## config.mk

```make
export PLATFORM = sky130hd
export DESIGN_NAME = imc_mac_sequencer
export DESIGN_NICKNAME = d
export VERILOG_FILES = /design/src/rtl/imc_mac_sequencer.sv
export SDC_FILE = /design/constraint.sdc
export NUM_CORES = 1
export LEC_CHECK = 0
export CAP_MARGIN = 25
export CORE_MARGIN = 2
export CORE_UTILIZATION = 37
export CTS_CLUSTER_SIZE = 8
export DETAILED_ROUTE_END_ITERATION = 6
export GPL_TIMING_DRIVEN = 0
export HOLD_SLACK_MARGIN = 0.06
export PLACE_DENSITY = 0.77
export SLEW_MARGIN = 20
export SYNTH_ARGS = -nofsm -noshare
export SYNTH_HDL_FRONTEND = slang
export SYNTH_SLANG_ARGS = --single-unit
```

## constraint.sdc

```tcl
create_clock -name wb_clk_i -period 2.9 [get_ports wb_clk_i]
set_clock_uncertainty 0.15 [all_clocks]
set_input_delay 0.58 -clock wb_clk_i [delete_from_list [all_inputs] [get_ports wb_clk_i]]
set_output_delay 0.58 -clock wb_clk_i [all_outputs]
set_load 0.02 [all_outputs]
```

## src/rtl/imc_mac_sequencer.sv

```systemverilog
// imc_mac_sequencer: Wishbone-controlled sequencer for an in-memory-compute MAC array.
//
// Ports:
//   wb_clk_i, wb_rst_i            clock, asynchronous active-high reset
//   wbs_cyc_i/stb_i/we_i/adr_i/dat_i   Wishbone classic slave request
//   wbs_dat_o, wbs_ack_o          Wishbone read data / one-cycle acknowledge
//   empty_*/full_*                buffer status flags (IB, WB, SA, OB)
//   en_vclp                       clamp-voltage precharge enable
//   mac_start                     array evaluate strobe
//   ob_demux                      output-buffer column select (CFG[1:0])
//   opcode_o, int_state, ext_state  observability
//   irq                           one-cycle pulse on entry to DONE or ERR
//
// Register window (word offsets from BASE_ADDR):
//   0x0 CMD    W   [2:0] opcode, [8] go
//   0x4 CFG    R/W [1:0] ob_demux
//   0x8 STATUS R   [0] busy [1] done [2] error [3] overrun [6:4] int_state
//                  [9:8] ext_state [14:12] latched opcode
module imc_mac_sequencer #(
    parameter logic [31:0] BASE_ADDR = 32'h3000_0000,
    parameter int unsigned PRECH_CYC = 4,
    parameter int unsigned EVAL_CYC  = 8,
    parameter int unsigned TIMEOUT   = 255
) (
    input  logic        wb_clk_i,
    input  logic        wb_rst_i,
    input  logic        wbs_cyc_i,
    input  logic        wbs_stb_i,
    input  logic        wbs_we_i,
    input  logic [31:0] wbs_adr_i,
    input  logic [31:0] wbs_dat_i,
    output logic [31:0] wbs_dat_o,
    output logic        wbs_ack_o,
    input  logic        empty_IB,
    input  logic        full_IB,
    input  logic        empty_WB,
    input  logic        full_WB,
    input  logic        empty_SA,
    input  logic        full_SA,
    input  logic        empty_OB,
    input  logic        full_OB,
    output logic        en_vclp,
    output logic        mac_start,
    output logic [1:0]  ob_demux,
    output logic [2:0]  opcode_o,
    output logic [2:0]  int_state,
    output logic [1:0]  ext_state,
    output logic        irq
);

    typedef enum logic [2:0] {
        StIdle  = 3'd0,
        StCheck = 3'd1,
        StPrech = 3'd2,
        StEval  = 3'd3,
        StCapt  = 3'd4,
        StDone  = 3'd5,
        StErr   = 3'd6
    } state_t;

    localparam logic [1:0] OffCmd    = 2'd0;
    localparam logic [1:0] OffCfg    = 2'd1;
    localparam logic [1:0] OffStatus = 2'd2;

    localparam logic [7:0] PrechLoad = 8'(PRECH_CYC - 1);
    localparam logic [7:0] EvalLoad  = 8'(EVAL_CYC - 1);
    localparam logic [7:0] CaptLoad  = 8'(TIMEOUT - 1);

    state_t      r_state, w_state_d;
    logic [7:0]  r_cnt, w_cnt_d;
    logic        r_irq, w_irq_d;
    logic [2:0]  r_opcode;
    logic        r_done, r_error, r_overrun;
    logic [1:0]  r_cfg;
    logic        r_ack, r_served;
    logic [31:0] r_rdata;

    logic        w_sel, w_accept, w_go, w_busy, w_start;
    logic        w_enter_done, w_enter_err;
    logic [1:0]  w_off, w_ext;
    logic [31:0] w_status;
    logic        w_unused;

    // Inputs with no function in this block.
    assign w_unused = ^{full_IB, full_WB, empty_OB, full_OB, wbs_adr_i[1:0],
                        wbs_dat_i[31:9], wbs_dat_i[7:3]};

    // ---------------- Wishbone slave ----------------
    assign w_sel    = wbs_cyc_i & wbs_stb_i & (wbs_adr_i[31:4] == BASE_ADDR[31:4]);
    // r_served blocks a second ack until stb drops, so a held strobe acks once.
    assign w_accept = w_sel & ~r_served;
    assign w_off    = wbs_adr_i[3:2];
    assign w_go     = w_accept & wbs_we_i & (w_off == OffCmd) & wbs_dat_i[8];
    assign w_busy   = (r_state == StCheck) | (r_state == StPrech) |
                      (r_state == StEval)  | (r_state == StCapt);
    assign w_start  = w_go & ~w_busy;

    always_comb begin
        w_ext = 2'd0;
        unique case (r_state)
            StIdle:  w_ext = 2'd0;
            StDone:  w_ext = 2'd2;
            StErr:   w_ext = 2'd3;
            default: w_ext = 2'd1;
        endcase
    end

    assign w_status = {17'b0, r_opcode, 2'b0, w_ext, 1'b0, r_state,
                       r_overrun, r_error, r_done, w_busy};

    always_ff @(posedge wb_clk_i or posedge wb_rst_i) begin
        if (wb_rst_i) begin
            r_ack    <= 1'b0;
            r_served <= 1'b0;
            r_rdata  <= 32'd0;
            r_cfg    <= 2'd0;
        end else begin
            r_ack   <= w_accept;
            r_rdata <= 32'd0;
            if (!(wbs_cyc_i && wbs_stb_i)) begin
                r_served <= 1'b0;
            end else if (w_accept) begin
                r_served <= 1'b1;
            end
            if (w_accept && !wbs_we_i) begin
                if (w_off == OffCfg) begin
                    r_rdata <= {30'd0, r_cfg};
                end else if (w_off == OffStatus) begin
                    r_rdata <= w_status;
                end
            end
            if (w_accept && wbs_we_i && (w_off == OffCfg)) begin
                r_cfg <= wbs_dat_i[1:0];
            end
        end
    end

    // ---------------- Sequencer FSM ----------------
    always_comb begin
        w_state_d = r_state;
        w_cnt_d   = r_cnt;
        unique case (r_state)
            StIdle, StDone, StErr: begin
                if (w_go) begin
                    w_state_d = StCheck;
                end
            end
            StCheck: begin
                unique case (r_opcode)
                    3'd0: w_state_d = StDone;
                    3'd1: begin
                        if (!empty_IB && !empty_WB && !full_SA) begin
                            w_state_d = StPrech;
                            w_cnt_d   = PrechLoad;
                        end else begin
                            w_state_d = StErr;
                        end
                    end
                    3'd2: begin
                        w_state_d = StPrech;
                        w_cnt_d   = PrechLoad;
                    end
                    default: w_state_d = StErr;
                endcase
            end
            StPrech: begin
                if (r_cnt == 8'd0) begin
                    if (r_opcode == 3'd1) begin
                        w_state_d = StEval;
                        w_cnt_d   = EvalLoad;
                    end else begin
                        w_state_d = StDone;
                    end
                end else begin
                    w_cnt_d = r_cnt - 8'd1;
                end
            end
            StEval: begin
                if (r_cnt == 8'd0) begin
                    w_state_d = StCapt;
                    w_cnt_d   = CaptLoad;
                end else begin
                    w_cnt_d = r_cnt - 8'd1;
                end
            end
            StCapt: begin
                if (!empty_SA) begin
                    w_state_d = StDone;
                end else if (r_cnt == 8'd0) begin
                    w_state_d = StErr;
                end else begin
                    w_cnt_d = r_cnt - 8'd1;
                end
            end
            default: w_state_d = StIdle;
        endcase
    end

    assign w_enter_done = (w_state_d == StDone) && (r_state != StDone);
    assign w_enter_err  = (w_state_d == StErr)  && (r_state != StErr);
    assign w_irq_d      = w_enter_done | w_enter_err;

    always_ff @(posedge wb_clk_i or posedge wb_rst_i) begin
        if (wb_rst_i) begin
            r_state   <= StIdle;
            r_cnt     <= 8'd0;
            r_irq     <= 1'b0;
            r_opcode  <= 3'd0;
            r_done    <= 1'b0;
            r_error   <= 1'b0;
            r_overrun <= 1'b0;
        end else begin
            r_state <= w_state_d;
            r_cnt   <= w_cnt_d;
            r_irq   <= w_irq_d;
            if (w_start) begin
                r_opcode  <= wbs_dat_i[2:0];
                r_done    <= 1'b0;
                r_error   <= 1'b0;
                r_overrun <= 1'b0;
            end else if (w_go) begin
                r_overrun <= 1'b1;
            end
            if (w_enter_done) begin
                r_done <= 1'b1;
            end
            if (w_enter_err) begin
                r_error <= 1'b1;
            end
        end
    end

    // ---------------- Outputs ----------------
    assign en_vclp   = (r_state == StPrech);
    assign mac_start = (r_state == StEval);
    assign ob_demux  = r_cfg;
    assign opcode_o  = r_opcode;
    assign int_state = r_state;
    assign ext_state = w_ext;
    assign irq       = r_irq;
    assign wbs_ack_o = r_ack;
    assign wbs_dat_o = r_rdata;

endmodule

```

==> metrics.txt, run 1 <==
largest family of logic cells by synthesized area=simple AND/OR/NAND/NOR gates; top cells by area, synth=dfrtp_1, buf_4, mux2_2; I/O Buffers=68; Syn Area/Cell=9.378 sq um; Max VDD drop=0.0002010 V; area share of fa/ha/maj cells after synthesis=1.247%; DIE WIDTH=77.65 um; Die Area=6030 sq um; final worst-path cycle share=98.56%; setup ws final=0.04187 ns; final wirelength=5037 um; reg2reg path depth=8; I/O pin count=123; drt wl/cell=13.15 um; Final Critical Period=2.858 ns; DR vias=1924; # rows=26; first-pass GRT wire length=8349 um; Worst setup SP type=input port; endpoints failing setup=0; Design Area, Final=3023 sq um; ratio of cells with drive above 1 in the final layout=18.21%; worst reg2reg setup slack=0.22 ns; Synth Register Bits=34; Die Ht=77.65 um; clock tree buffer depth=2; Hold Path Class=reg -> reg; multiplexer area fraction after synthesis=3.928%; Simple-Gate Fraction of Synth Area=22.82%; area share of the leading cell type in the synthesized netlist=42.39%; Clk Latency, worst-skew pair=0.29 ns; max_cap viols=0; Final #Nets=391; worst setup path start=wbs_adr_i[25]; CTS tree=done; crit path capture type=flop; Final Max Tran Viols=0; CTS Root Cell=clkbuf_8; Post-Synthesis Cells=214; CTS Buf Count=5; # DRC=0; Leakage=0.001364 uW; Cell variety after synth=48; XOR/XNOR Fraction of Synth Area=1.309%; run status=completed; path type of the worst setup path=in -> reg; PwrDens=371.5 nW/um^2; Critical R2R Capture=r_cnt[1]; synthesized area=2007 sq um; r2r startpoint=r_cnt[0]; DR iter-0 viols=169; crit path to=r_error; sequential area share after synthesis=42.39%; YS warnings=0; CTS Hold Bufs=0; Area after DPL=2851 sq um; GP Congestion=0.8768; critical path data required time=2.92 ns; Worst Path Max Fanout=6; dpl hpwl=3785 um; Place WS=-0.5278 ns; CTS Sinks=34; compound-gate portion of the synthesized area=17.21%; total global routing overflow=0; TritonRoute pass-1 iters=4; largest net degree at the start of global routing=35; vias per inst=5.023; Sum Neg Setup Slack=0 ns; Slew @ Worst Pin=0.7823 ns; max_slew headroom=47.37%; fmax=349.9 MHz; n_diodes=0; initial antenna violation count=0; CTS clk-pin slew, worst paths=0.08 ns; number of global-route vias before repair=1840; Synth Flop Type=dfrtp_1; initial core utilization=38.80%; Layout Area Growth over Synthesis=50.62%; placeable core region=5172 sq um; Arr. time, crit path=2.88 ns; CTS H-tree depth=2; GRT Total Usage=17.00%; Yosys top cell by area=dfrtp_1; Routed Antenna Nets=0; fraction of registers with async set/reset=100.0%; Post-synth EDFFs=0; Final Hold Vio Count=0
==> cells in the mapped netlist (2+ instances only) <==
master / n
nor4_1: 10
ha_1: 2
inv_1: 8
and2_1: 12
nor2b_1: 7
nand3_1: 2
a22oi_1: 4
a31oi_1: 4
clkbuf_1: 8
nand2_1: 9
or3_1: 2
o21ai_0: 6
a21oi_1: 8
o31ai_1: 3
mux2_2: 7
buf_4: 20
a311o_1: 2
nor3b_1: 3
a22o_1: 2
o21a_1: 3
nor2_1: 12
xnor2_1: 2
nand2b_1: 5
or4_1: 6
o22ai_1: 3
a211oi_1: 3
nor3_1: 7
dfrtp_1: 34
==> state kept, by name, indices dropped and copies added (netlist names) <==
register / count
ob_demux: 2
r_error: 1
opcode_o: 3
r_served: 1
r_cnt: 8
r_overrun: 1
wbs_dat_o: 12
int_state: 3
r_done: 1
wbs_ack_o: 1
irq: 1
==> cells in the final DEF (no fill, tap or decap), types with 4 or more instances in the layout <==
cell type        instances
clkbuf_8                 6
a22oi_1                  4
or4_1                    4
dfrtp_1                 33
nor2_1                  12
and2_1                  12
inv_1                    7
o21ai_0                  6
nor2b_1                  7
conb_1                  20
nor3_1                   7
nand2b_1                 5
a31oi_1                  4
dlymetal6s2s_1           4
nand2_1                  9
clkbuf_1                 4
a21oi_1                  8
buf_4                   25
clkdlybuf4s50_1         61
nor4_1                   9
mux2_2                   7
==> timing repair <==
action | in CTS | in global routing
resized for setup | 10 | 11
pin swaps | 6 | 8
setup buffers | 1 | 4
gates cloned | 0 | 0
setup endpoints to repair | 20 | 18
==> metal layers <==
layer | vias up | routed length (um) | GRT usage, %
met3 | 9 | 418 | 4.651
met2 | 95 | 2403 | 27.67
met5 | - | 0 | 0
met4 | 0 | 74 | 5.536
li1 | 934 | - | -
met1 | 886 | 2141 | 21.84
==> cell type report <==
type	count	area [sq um]
fill	443	2150
tap	70	87.58
clock buffer	6	82.58
buffer	27	180.2
clock inverter	2	12.51
multi-input combinational	161	1044
timing repair buffer	74	729.5
sequential	34	852.1
inverter	9	35.03
==> per-stage QoR <==
stage | total power, uW | util (%) | hold slack (ns) | std cells
floorplan | 659.6 | - | 0.2994 | 233
global placement | 752.5 | 55.03 | 0.3148 | 371
detailed placement | 759.8 | 55.13 | 0.3198 | 372
CTS | 1126 | 57.38 | 0.3366 | 379
global route | 1176 | 58.44 | 0.3716 | 383
finish | 1123 | 58.44 | 0.3409 | 383
==> worst min path at each step <==
stage / from / end / cells past startpoint
6_report: r_overrun / wbs_dat_o[3] / 1
3_5_place_dp: r_overrun / wbs_dat_o[3] / 1
4_1_cts: r_overrun / wbs_dat_o[3] / 1
2_1_floorplan: r_overrun / wbs_dat_o[3] / 1
5_1_grt: r_overrun / wbs_dat_o[3] / 1
3_3_place_gp: r_overrun / wbs_dat_o[3] / 1
==> critical path, cell delays in order <==
cell             delay, ns
clkdlybuf4s50_1       0.39
or4_4                 0.42
or3_4                 0.38
or4_1                 0.52
a311o_1               0.37
a22o_1                0.22
==> power breakdown <==
part | total (uW) | switching (uW) | internal [uW]
logic | 243 | 122 | 121
clock network | 363 | 172 | 191
registers | 517 | 24.9 | 492
total | 1120 | 319 | 804
==> logic make-up after synthesis <==
group,Yosys count
mux,7
other cells,1
simple gates,80
fa+ha+maj,2
compound gates,49
xor+xnor,3
buf+inv,38
flops,34
Power figures use the tool's default switching activity.
==> run 2: changes to the inputs <==
--- a/config.mk
+++ b/config.mk
@@ -10,7 +10,6 @@
 export CORE_UTILIZATION = 37
 export CTS_CLUSTER_SIZE = 8
 export DETAILED_ROUTE_END_ITERATION = 6
-export GPL_TIMING_DRIVEN = 0
 export HOLD_SLACK_MARGIN = 0.06
 export PLACE_DENSITY = 0.77
 export SLEW_MARGIN = 20
==> metrics.txt, run 2 (synthesized netlist as in run 1, its figures left out) <==
run status=completed; CTS Sinks=34 (unchanged); Worst path most repeated cell=or4_4; crit path capture type=flop; Hold Path Class=reg -> reg; n_diodes=0 (unchanged); path type of the worst setup path=in -> reg; setup ws final=0.06143 ns (+0.01956 ns); Clock power frac=32.3% (about the same); ratio of cells with drive above 1 in the final layout=15.28% (-2.9 points); vias per inst=5.067 (+0.87%); most frequent cells in the layout=clkdlybuf4s50_1, dfrtp_1, buf_4; Final Max Tran Viols=0 (unchanged); CTS Root Cell=clkbuf_8; endpoints failing setup=0 (unchanged); final worst-path cycle share=97.88% (-0.67 points); CTS tree=done; final wirelength=4773 um (-5.2%); CTS clk-pin slew, worst paths=0.07 ns (about the same); DR iter-0 viols=122 (-28%); switching share of power=27.49% (-0.90 points); clock tree buffer depth=2 (unchanged); chain of cells forming the critical path=clkdlybuf4s50_1 > or4_4 > or3_4 > or4_4 > a311o_1 > a22o_1; # rows=26 (unchanged); Die Area=6030 sq um (unchanged); I/O pin count=123 (unchanged); hold path endpoint=wbs_dat_o[3]; unrepaired setup endpoints after global routing=false; Layout Area Growth over Synthesis=46.51%; fmax=352.3 MHz (+0.69%); largest net degree at the start of global routing=35 (unchanged); Worst Path Max Fanout=4 (-2); most common cell after layout, fill and taps aside=clkdlybuf4s50_1; initial antenna violation count=0 (unchanged); I/O Buffers=68 (unchanged); worst reg2reg setup slack=0.39 ns (+0.17 ns); Slew @ Worst Pin=0.8370 ns (+0.05470 ns); Worst Hold Slack=0.3380 ns (-0.002918 ns); max_slew headroom=43.69% (-3.7 points); # DRC=0 (unchanged); placed insts=362 (-2.7%); Critical R2R Capture=r_cnt[1]; drt wl/cell=12.87 um (-2.2%); Max VDD drop=0.0001578 V (-22%); CTS Hold Bufs=0 (unchanged); first-pass GRT wire length=8010 um (-4.1%); CTS Buf Count=5 (unchanged); Hold Path Depth=1 (unchanged); TritonRoute pass-1 iters=4 (unchanged); critical path data required time=2.92 ns (about the same); internal power=793.2 uW (-1.4%); Final Hold Vio Count=0 (unchanged); Critical-path top delay cell=or4_4; r2r startpoint=r_cnt[0]; Place WS=-0.4840 ns (+0.04372 ns); PwrDens=372.1 nW/um^2 (+0.16%); Final #Nets=379 (-3.1%); Logic pwr share=20.7% (-1.0 points); NetSw=300.7 uW (-5.7%); Final Non-Filler Cells=371 (-3.1%); max_cap viols=0 (unchanged); Worst setup SP type=input port; Clk Latency, worst-skew pair=0.29 ns (about the same); CTS H-tree depth=2 (unchanged); placeable core region=5172 sq um (unchanged); GRT Total Usage=16.62% (-0.38 points); reg2reg path depth=7 (-1); Routed Antenna Nets=0 (unchanged); dpl hpwl=3701 um (-2.2%); number of global-route vias before repair=1784 (-3.0%); HP Start=r_overrun; GP Congestion=0.8413 (-4.0%); Die Ht=77.65 um (unchanged); max reg flops=12 (unchanged); Crit path largest cell delay=0.53 ns (about the same); DR vias=1880 (-2.3%); DIE WIDTH=77.65 um (unchanged); Leakage=0.001269 uW (-7.0%); Arr. time, crit path=2.86 ns (-0.02 ns); Seq pwr share=47.0% (+1.0 points); Final Critical Period=2.839 ns (-0.01956 ns); Filler cells=466 (+5.2%); initial core utilization=38.80% (unchanged); total global routing overflow=0 (unchanged)
run 2: changes by cell type in the layout (fill, tap and decap cells not counted), sizes merged:
| cell | delta |
|---|---|
| clkdlybuf4s50 | +5 |
| clkinv | -1 |
| dlymetal6s2s | -4 |
| clkbuf | -6 |
| buf | -5 |
| dlygate4sd2 | -1 |
run 2: what timing repair did:
item	4_1_cts	5_1_grt
cloned	0	0
resized for setup	7	3
pin swaps	7	1
buffers inserted	1	0
endpoints found under the setup margin	3	4
run 2: critical path, delay by kind of cell:
| family | cells | cell delay [ns] |
|---|---|---|
| AO/OA/AOI/OAI | 2 | 0.57 |
| AND/OR/NAND/NOR | 3 | 1.32 |
| buffers and inverters | 1 | 0.40 |
run 2: power groups by stage:
stage	combinational, uW	sequential [uW]	clock (uW)
after floorplan	143	517	0
after global placement	217	521	0
after detailed placement	220	523	0
after CTS	227	514	364
after global routing	248	517	389
final	226	515	353
run 2: metrics by stage:
step	area (sq um)	utilization, %	TNS (ns)	total power, uW
3_5_place_dp	2811	54.35	-3.528	742.5
4_1_cts	2930	56.65	0	1105
5_1_grt	2940	56.85	0	1154
3_3_place_gp	2811	54.35	-3.273	737.9
6_report	2940	56.85	0	1094
2_1_floorplan	2078	-	0	659.6
run 2: cell type report:
| class | instances | area (sq um) | share of cell area, % |
|---|---|---|---|
| Clock buffer | 7 | 86.33 | 2.936 |
| Multi-Input combinational cell | 161 | 1036 | 35.23 |
| Tap cell | 70 | 87.58 | 2.979 |
| Clock inverter | 1 | 5.005 | 0.1702 |
| Timing Repair Buffer | 89 | 835.8 | 28.43 |
| Sequential cell | 34 | 852.1 | 28.98 |
| Inverter | 9 | 37.54 | 1.277 |
run 2: worst max-delay path by stage:
stage	start	to	slack (ns)	cells after the start
6_report	wbs_adr_i[22]	r_error	0.06	6
5_1_grt	wbs_adr_i[22]	r_done	0.003	6
4_1_cts	wbs_adr_i[22]	r_error	0.02	6
3_5_place_dp	wbs_adr_i[19]	r_error	-0.48	6
3_3_place_gp	wbs_adr_i[19]	r_error	-0.45	6
2_1_floorplan	wbs_adr_i[19]	r_error	0.00004	6
run 2: layer usage:
metal	routed length [um]	GRT usage (%)	vias to the layer above
li1	-	-	915
met3	354	4.302	7
met5	0	0	-
met2	2372	29.14	86
met1	1971	19.51	872
met4	75	5.893	0
==> run 3: changes to the inputs <==
==> constraint.sdc (replaced) <==
create_clock -name wb_clk_i -period 2.9 [get_ports wb_clk_i]
set_clock_uncertainty 0.15 [all_clocks]
set_input_delay 0.58 -clock wb_clk_i [delete_from_list [all_inputs] [get_ports wb_clk_i]]
set_output_delay 0.58 -clock wb_clk_i [all_outputs]
set_load 0.01 [all_outputs]
==> metrics.txt, run 3 (synthesized netlist as in run 1, its figures left out) <==
initial antenna violation count=0 (unchanged); # rows=26 (unchanged); Worst setup SP type=input port; number of global-route vias before repair=1784 (unchanged); initial core utilization=38.80% (unchanged); DR vias=1887 (+0.37%); CTS Buf Count=5 (unchanged); unrepaired setup endpoints after global routing=false; # DRC=0 (unchanged); CTS tree=done; Layout Area Growth over Synthesis=46.26%; Worst path most repeated cell=or4_4; r2r startpoint=int_state[0]; Final Non-Filler Cells=371 (unchanged); Leakage=0.001271 uW (+0.14%); worst reg2reg setup slack=0.35 ns (-0.04 ns); critical path's top delay family=simple AND/OR/NAND/NOR gates; Tot Pwr=1078 uW (-1.5%); TritonRoute pass-1 iters=4 (unchanged); placed insts=362 (unchanged); CTS Hold Bufs=0 (unchanged); Final Critical Period=2.838 ns (-0.0004774 ns); vias per inst=5.086 (+0.37%); Slew @ Worst Pin=0.8323 ns (-0.004725 ns); n_diodes=0 (unchanged); max_slew headroom=44.00% (+0.32 points); dpl hpwl=3701 um (unchanged); GR Layer Usage met1=19.51% (unchanged); Worst Hold Slack=0.3380 ns (-0.00002600 ns); GRT Total Usage=16.62% (unchanged); Hold Path Depth=1 (unchanged); total global routing overflow=0 (unchanged); reg2reg path depth=5 (-2); endpoints failing setup=0 (unchanged); run status=completed; most common cell after layout, fill and taps aside=clkdlybuf4s50_1; final worst-path cycle share=97.87% (about the same); I/O pin count=123 (unchanged); clock tree buffer depth=2 (unchanged); Worst Path Max Fanout=4 (unchanged); CTS Root Cell=clkbuf_8; Max VDD drop=0.0001617 V (+2.5%); path type of the worst setup path=in -> reg; grt peak-use layer=met2; fmax=352.4 MHz (about the same); ratio of cells with drive above 1 in the final layout=14.62% (-0.66 points); max reg flops=12 (unchanged); Routed Antenna Nets=0 (unchanged); Final Hold Vio Count=0 (unchanged); Final Max Tran Viols=0 (unchanged); critical path data required time=2.92 ns (about the same); PwrDens=367.2 nW/um^2 (-1.3%); placeable core region=5172 sq um (unchanged); DR iter-0 viols=122 (unchanged); chain of cells forming the critical path=clkdlybuf4s50_1 > or4_4 > or3_4 > or4_4 > a311o_1 > a22o_1; Arr. time, crit path=2.86 ns (about the same); I/O Buffers=68 (unchanged); max_cap viols=0 (unchanged); DIE WIDTH=77.65 um (unchanged); met2 Use GR=29.14% (unchanged); hold path endpoint=wbs_dat_o[3]; HP Start=r_overrun; crit path capture type=flop; met3 Use GR=4.302% (unchanged); GP Congestion=0.8413 (unchanged); Critical-path top delay cell=or4_4; Clk Latency, worst-skew pair=0.29 ns (about the same); final wirelength=4799 um (+0.54%); CTS clk-pin slew, worst paths=0.07 ns (about the same); drt wl/cell=12.94 um (+0.54%); Hold Path Class=reg -> reg; CTS H-tree depth=2 (unchanged); CTS Sinks=34 (unchanged); CP Buf/Inv Count=1 (unchanged); first-pass GRT wire length=8010 um (unchanged); largest net degree at the start of global routing=35 (unchanged); Die Area=6030 sq um (unchanged); Crit path largest cell delay=0.53 ns (about the same); Die Ht=77.65 um (unchanged); Final #Nets=379 (unchanged); Critical R2R Capture=r_error; most frequent cells in the layout=clkdlybuf4s50_1, dfrtp_1, buf_4
==> run 3: cell types whose count changed in the layout (fill, tap and decap cells not counted), sizes merged <==
cell	delta
clkinv	+1
clkinvlp	-1
==> run 3: what timing repair did <==
action / CTS / global route
buffers inserted: 1 / 0
pin swaps: 7 / 1
resized for setup: 7 / 1
endpoints found under the setup margin: 3 / 2
==> run 3: how the worst max path moves through the flow <==
stage | startpoint | endpoint | cells after the start
5_1_grt | wbs_adr_i[22] | r_done | 6
4_1_cts | wbs_adr_i[22] | r_error | 6
3_5_place_dp | wbs_adr_i[19] | r_error | 6
3_3_place_gp | wbs_adr_i[19] | r_error | 6
6_report | wbs_adr_i[22] | r_error | 6
2_1_floorplan | wbs_adr_i[19] | r_error | 6
==> run 3: report_power, final <==
group,switching [uW],total (uW),internal [uW],leakage (uW)
Sequential,22.1,514,492,0.000449
Combinational,101,211,110,0.000773
Clock,162,353,191,0.0000482
Total,285,1080,793,0.00127
==> run 3: layout make-up <==
class | count | area [sq um]
Clock buffer | 7 | 86.33
Clock inverter | 1 | 5.005
Fill cell | 467 | 2237
Inverter | 9 | 33.78
Multi-Input combinational cell | 161 | 1036
Sequential cell | 34 | 850.8
Tap cell | 70 | 87.58
Timing Repair Buffer | 89 | 835.8
==> run 3: routing by layer <==
metal  vias to the layer above  share of wire, %
li1                        914                 -
met1                       873                41
met2                        93                50
met3                         7               7.9
met4                         0               1.6
met5                         -                 0
==> run 3: metrics by stage <==
| stage | cell area (sq um) | TNS, ns | setup slack [ns] | util [%] |
|---|---|---|---|---|
| floorplan | 2078 | 0 | 0.00004308 | - |
| global placement | 2811 | -3.273 | -0.4461 | 54.35 |
| detailed placement | 2811 | -3.528 | -0.4840 | 54.35 |
| CTS | 2930 | 0 | 0.02295 | 56.65 |
| global route | 2935 | 0 | 0.002512 | 56.75 |
| finish | 2935 | 0 | 0.06191 | 56.75 |
